[src/rtl/fetch_unit.sv]
// -----------------------------------------------------------------------------
// fetch_unit
//
// Instruction fetch stage. It keeps a word-aligned fetch pointer (pc),
// requests instruction words from the instruction memory, and fills the
// IF/ID pipeline register (instr, pc_plus4, instr_valid). When decode stalls
// while a word is already on its way back, a one-entry skid buffer catches
// that word. A taken branch of the instruction in IF/ID redirects fetch. If a
// memory request is still outstanding at that point, the unit waits for its
// acknowledge and throws the returned word away before it moves to the target.
//
// Ports
//   clk            in   1   single clock, rising edge
//   rst            in   1   synchronous, active-high reset
//   stall          in   1   decode cannot accept a new instruction
//   branch         in   1   taken branch for the instruction in IF/ID
//   branch_offset  in  16   signed word offset of the IF/ID instruction
//   imem_ack       in   1   imem_rdata is valid this cycle
//   imem_rdata     in  32   instruction word from memory
//   imem_req       out  1   fetch request, imem_addr stable until imem_ack
//   imem_addr      out 32   byte address of the requested word (= pc)
//   instr          out 32   IF/ID instruction register
//   opcode         out  6   instr[31:26]
//   pc_plus4       out 32   IF/ID: fetch address of instr plus 4
//   instr_valid    out  1   instr is live (0 = bubble)
//   dbg_state      out  2   current FSM state (0 FETCH, 1 HOLD, 2 DROP)
//
// Handshakes
//   Memory side: a request is outstanding while imem_req=1. imem_addr does
//   not change until a cycle with imem_ack=1 completes the request.
//   Decode side: IF/ID presents instr_valid as "valid" and ~stall as
//   "ready". An instruction is consumed on a rising edge where both are 1.
//   While stall=1 a valid IF/ID entry is held unchanged.
// -----------------------------------------------------------------------------
module fetch_unit (
    input  logic        clk,
    input  logic        rst,
    input  logic        stall,
    input  logic        branch,
    input  logic [15:0] branch_offset,
    input  logic        imem_ack,
    input  logic [31:0] imem_rdata,
    output logic        imem_req,
    output logic [31:0] imem_addr,
    output logic [31:0] instr,
    output logic [5:0]  opcode,
    output logic [31:0] pc_plus4,
    output logic        instr_valid,
    output logic [1:0]  dbg_state
);

    // FETCH: request outstanding, returned words go to IF/ID or the skid.
    // HOLD : skid buffer full, no request, waiting for decode to drain.
    // DROP : request outstanding whose data must be discarded (the branch
    //        target is parked in target_q until the acknowledge arrives).
    typedef enum logic [1:0] {
        S_FETCH = 2'd0,
        S_HOLD  = 2'd1,
        S_DROP  = 2'd2
    } state_t;

    state_t      state;
    logic [31:0] pc;
    logic [31:0] target_q;
    logic [31:0] skid_instr;
    logic [31:0] skid_pc4;
    logic        skid_valid;

    logic        branch_taken;
    logic [31:0] branch_target;
    logic [31:0] pc_seq;

    // A branch is only meaningful for a live instruction in IF/ID.
    assign branch_taken  = branch && instr_valid;

    // The word offset is shifted to bytes. The add wraps modulo 2^32.
    assign branch_target = pc_plus4 + {{14{branch_offset[15]}}, branch_offset, 2'b00};

    assign pc_seq        = pc + 32'd4;

    assign imem_addr     = pc;
    assign opcode        = instr[31:26];
    assign dbg_state     = state;

    always_ff @(posedge clk) begin
        if (rst) begin
            state       <= S_FETCH;
            imem_req    <= 1'b0;
            pc          <= 32'd0;
            target_q    <= 32'd0;
            instr       <= 32'd0;
            pc_plus4    <= 32'd0;
            instr_valid <= 1'b0;
            skid_instr  <= 32'd0;
            skid_pc4    <= 32'd0;
            skid_valid  <= 1'b0;
        end else begin
            case (state)
                S_FETCH: begin
                    if (branch_taken) begin
                        instr_valid <= 1'b0;
                        skid_valid  <= 1'b0;
                        imem_req    <= 1'b1;
                        if (imem_ack) begin
                            // The returned word belongs to the wrong path.
                            // Drop it and go straight to the target.
                            pc    <= branch_target;
                            state <= S_FETCH;
                        end else begin
                            // The request must complete at its old address first.
                            target_q <= branch_target;
                            state    <= S_DROP;
                        end
                    end else if (imem_ack) begin
                        pc <= pc_seq;
                        if (stall && instr_valid) begin
                            // IF/ID is occupied and held, so park the word.
                            skid_instr <= imem_rdata;
                            skid_pc4   <= pc_seq;
                            skid_valid <= 1'b1;
                            imem_req   <= 1'b0;
                            state      <= S_HOLD;
                        end else begin
                            // IF/ID is free, either consumed now or a bubble.
                            instr       <= imem_rdata;
                            pc_plus4    <= pc_seq;
                            instr_valid <= 1'b1;
                            imem_req    <= 1'b1;
                            state       <= S_FETCH;
                        end
                    end else begin
                        // Nothing arrived. A consumed entry leaves a bubble.
                        if (!stall) begin
                            instr_valid <= 1'b0;
                        end
                        imem_req <= 1'b1;
                        state    <= S_FETCH;
                    end
                end

                S_HOLD: begin
                    if (branch_taken) begin
                        instr_valid <= 1'b0;
                        skid_valid  <= 1'b0;
                        pc          <= branch_target;
                        imem_req    <= 1'b1;
                        state       <= S_FETCH;
                    end else if (!stall) begin
                        instr       <= skid_instr;
                        pc_plus4    <= skid_pc4;
                        instr_valid <= skid_valid;
                        skid_valid  <= 1'b0;
                        imem_req    <= 1'b1;
                        state       <= S_FETCH;
                    end else begin
                        imem_req <= 1'b0;
                        state    <= S_HOLD;
                    end
                end

                S_DROP: begin
                    if (branch_taken) begin
                        instr_valid <= 1'b0;
                        skid_valid  <= 1'b0;
                    end else if (!stall) begin
                        instr_valid <= 1'b0;
                    end
                    imem_req <= 1'b1;
                    if (imem_ack) begin
                        // The discarded request is done. A branch taken in
                        // this same cycle wins over the parked target.
                        pc    <= branch_taken ? branch_target : target_q;
                        state <= S_FETCH;
                    end else begin
                        if (branch_taken) begin
                            target_q <= branch_target;
                        end
                        state <= S_DROP;
                    end
                end

                default: begin
                    imem_req <= 1'b1;
                    state    <= S_FETCH;
                end
            endcase
        end
    end

endmodule
[config.mk]
export PLATFORM = sky130hd
export DESIGN_NAME = fetch_unit
export DESIGN_NICKNAME = d
export VERILOG_FILES = /design/src/rtl/fetch_unit.sv
export SDC_FILE = /design/constraint.sdc
export NUM_CORES = 1
export LEC_CHECK = 0
export ABC_CLOCK_PERIOD_IN_PS = 2800
export CORE_AREA = 2 2 158 160
export CTS_BUF_LIST = sky130_fd_sc_hd__clkbuf_8 sky130_fd_sc_hd__clkbuf_16
export CTS_CLUSTER_SIZE = 30
export DETAILED_ROUTE_END_ITERATION = 8
export DIE_AREA = 0 0 160 162
export PLACE_DENSITY = 0.76
export SYNTH_ARGS = -nofsm -noshare
export SYNTH_HDL_FRONTEND = slang
export SYNTH_SLANG_ARGS = --single-unit
[constraint.sdc]
create_clock -name clk -period 2.8 [get_ports clk]
set_clock_uncertainty 0.1 [all_clocks]
set_input_delay 0.56 -clock clk [delete_from_list [all_inputs] [get_ports clk]]
set_output_delay 0.56 -clock clk [all_outputs]
set_load 0.05 [all_outputs]
==> results.md <==
- Status: complete, no violations
- Area growth syn-to-layout: 38.2%
- Hold buffer count at CTS: 0
- Setup Crit Path Kind: input pin to register
- FF+latch count, synth: between 150 and 200
- Worst skew pair latency: around 440 ps
- H-tree Lvls: 4
- Least-Margin Pin Slew: roughly 900 ps
- P_leak: around 5.4 nW
- Max-slew violations: 0
- CP Data Arrival Time: a little over 3000 ps
- Synth async-reset ratio: 0
- Ports: between 150 and 200
- DIE AREA: between 0.02 and 0.03 mm2
- Worst Hold Depth: 2
- R2R depth: 12
- Seq/Total Area, Yosys: 0.367
- Finish-stage setup viols: 0
- CTS tree: built
- Met2 Use GR: 0.455
- Final min period: 2780 ps
- Final period util: 0.994
- Worst Hold Class: input pin to register
- Post-synth cell types: 71
- Root buf cell: clkbuf_16
- DRT iter0 DRCs: roughly 960
- Most frequent cell after synthesis: nand2_1
- Die Width: around 160 um
- DP HPWL: between 20000 and 25000 um
- Syn nets: between 1000 and 1500
- Critical Path RT: 3060 ps
- Initial core utilization: 0.445
- DP Area: between 0.01 and 0.015 mm2
- Total power: 7.54 mW
- Design Area, Final: between 0.01 and 0.015 mm2
- Largest net degree at the start of global routing: between 100 and 150
- # nets final: 1729
- Gr usage total: 0.263
- Max-Cap Viols: 0
- Area leader, netlist: dfxtp_1
- WL/cell: about 18 um
- Clock-pin slew on the worst setup and hold paths: ~80 ps
- Cells after Synth: around 1400
- Share of cells above drive strength 1: 0.183
- GR Util met3: 0.0439
- P per Cell Area: approximately 500 mW/mm2
- Top post-synthesis cells by count: nand2_1, dfxtp_1, a21oi_1
- Sum of negative setup slack: 0 ps
- FP Rows: 57
- Critical path capture point type: register
- Crit-path max FO: 3
- DRC: 0
- Core Footprint: approximately 0.024 mm2
- GRT busiest layer: met2
- # port buffers: about 160
- Initial antenna violation count: 0
- First-pass DRT Iterations: 5
- GR Layer Usage met1: 0.329
- Bufs on Longest Clock Path: 2
- Post-synth EDFFs: 0
- Vias in the first global route: roughly 11000
- N_diodes: 0
- Die height: roughly 160 um
- Vias post-DR: about 11000
- Max-slew headroom: 0.401
- Final GP Congestion: ~0.93
- Final hold violation count: 0
- Max Fclk: approximately 0.36 GHz
- Synth Area per Inst: ~7.6 um2
- First-pass GRT wire length: 55500 um
- VDD IR-drop max: around 0.36 mV
- Final wirelength: between 30000 and 40000 um
- Hold WS: ~340 ps
- Area share of the largest cell type after synthesis: 0.367
- Place WS: -1050 ps
- CTS Buf Count: 17
- Netlist Area Pre-Place: approximately 0.011 mm2
- Top post-synthesis cells by area: dfxtp_1, nand2_1, a21oi_1, a211oi_1, nor2_1
- Post-synth top flop: dfxtp_1
- Post-DRT Antenna Nets: 0
- Worst setup SP type: input pin
- # clock sinks: about 200
- Final setup margin: between 15 and 20 ps
- Yosys warnings: 0
- RSZ-0062 raised after global routing: true
- Total global routing overflow: 0
- Drt via density: around 5.7
-- metrics by stage --
stage,instances,util
after floorplan,1404,-
after global placement,1934,0.566
after detailed placement,1934,0.566
after CTS,1974,0.605
after global routing,1978,0.616
final,1978,0.616
-- state kept, by name (all words and copies together) (netlist names), 2 cells and up --
| name | count |
|---|---|
| imem_addr | 32 |
| instr | 32 |
| pc_plus4 | 32 |
| skid_instr | 32 |
| skid_pc4 | 32 |
| target_q | 32 |
| dbg_state | 2 |
-- cells by family (layout without fill, tap and decap cells) --
family	count (synthesis)	after routing	share of synthesized area
and+or+nand+nor	531	531	0.210
AOI/OAI and AO/OA	414	414	0.251
muxes	37	37	0.0346
adders and majority gates	35	35	0.0415
DFF	197	197	0.367
buffers and inverters	136	386	0.0516
xor gates and xnor gates	54	54	0.0440
-- worst paths after layout --
path | startpoint | endpoint | slack (ps)
setup / recovery | branch_offset[2] | imem_addr[21] | 20
hold / removal | rst | target_q[6] | 340
hold reg to reg | target_q[31] | target_q[31] | 360
setup reg to reg | pc_plus4[2] | target_q[30] | 80
-- where the power goes --
part           leakage [nW]  switching [mW]  total (mW)  internal [mW]
clock network         0.291            1.30        2.52           1.22
registers              1.61           0.120        3.06           2.94
logic                  3.51            1.20        1.96          0.762
-- cells in the final DEF (no fill, tap or decap), types with 5 or more instances in the layout --
master / netlist / layout
mux2i_1: 36 / 36
xnor2_1: 31 / 29
clkbuf_16: 0 / 17
nand2b_1: 7 / 7
nand2_1: 275 / 269
a21oi_2: 0 / 8
a211oi_2: 1 / 6
xor2_1: 23 / 22
a31oi_1: 9 / 9
nor3_1: 22 / 18
dlygate4sd2_1: 0 / 5
o311ai_0: 6 / 5
nand4_1: 9 / 9
and3_1: 8 / 6
inv_1: 19 / 17
buf_4: 8 / 165
clkinv_8: 0 / 5
buf_12: 0 / 9
nand3_1: 26 / 26
nor2_1: 145 / 141
a21oi_1: 147 / 139
ha_1: 34 / 20
a21o_1: 22 / 22
ha_4: 0 / 13
o31ai_1: 14 / 12
o21ai_0: 57 / 51
o21a_1: 5 / 5
dfxtp_1: 197 / 188
o21ai_1: 0 / 5
nand3b_1: 7 / 7
a211o_1: 7 / 6
a211oi_1: 88 / 81
dfxtp_2: 0 / 9
a22oi_1: 5 / 5
clkdlybuf4s50_1: 0 / 148
o211ai_1: 12 / 12
-- worst max-delay path: stages --
cell and delay [ps]:
clkdlybuf4s50_1 510, ha_4 230, o21ai_4 190, nor4_2 60, nor2_2 290, a2111oi_4 120, buf_4 170, buf_4 130
nor2_4 160, buf_4 140, xnor2_2 90, buf_4 130, nand3_1 80, a31oi_1 170
-- layer usage --
| layer | share of wire | up-vias |
|---|---|---|
| met1 | 0.42 | 5411 |
| li1 | - | 5416 |
| met2 | 0.49 | 425 |
| met5 | 0 | - |
| met4 | 0.029 | 0 |
| met3 | 0.064 | 69 |
-- cell type report --
cell class,instances,area [um2]
tap,324,405
timing repair buffer,335,3030
clock inverter,15,183
inverter,19,71.3
sequential,197,3960
multi-input combinational,1071,6770
fill,2112,9260
clock buffer,17,425
-- timing repair --
item                       4_1_cts  5_1_grt
setup endpoints to repair       34       26
gates resized for setup         58       44
pin swaps                       32       30
buffers inserted                 9        4
(Power assumes the default switching activity.)
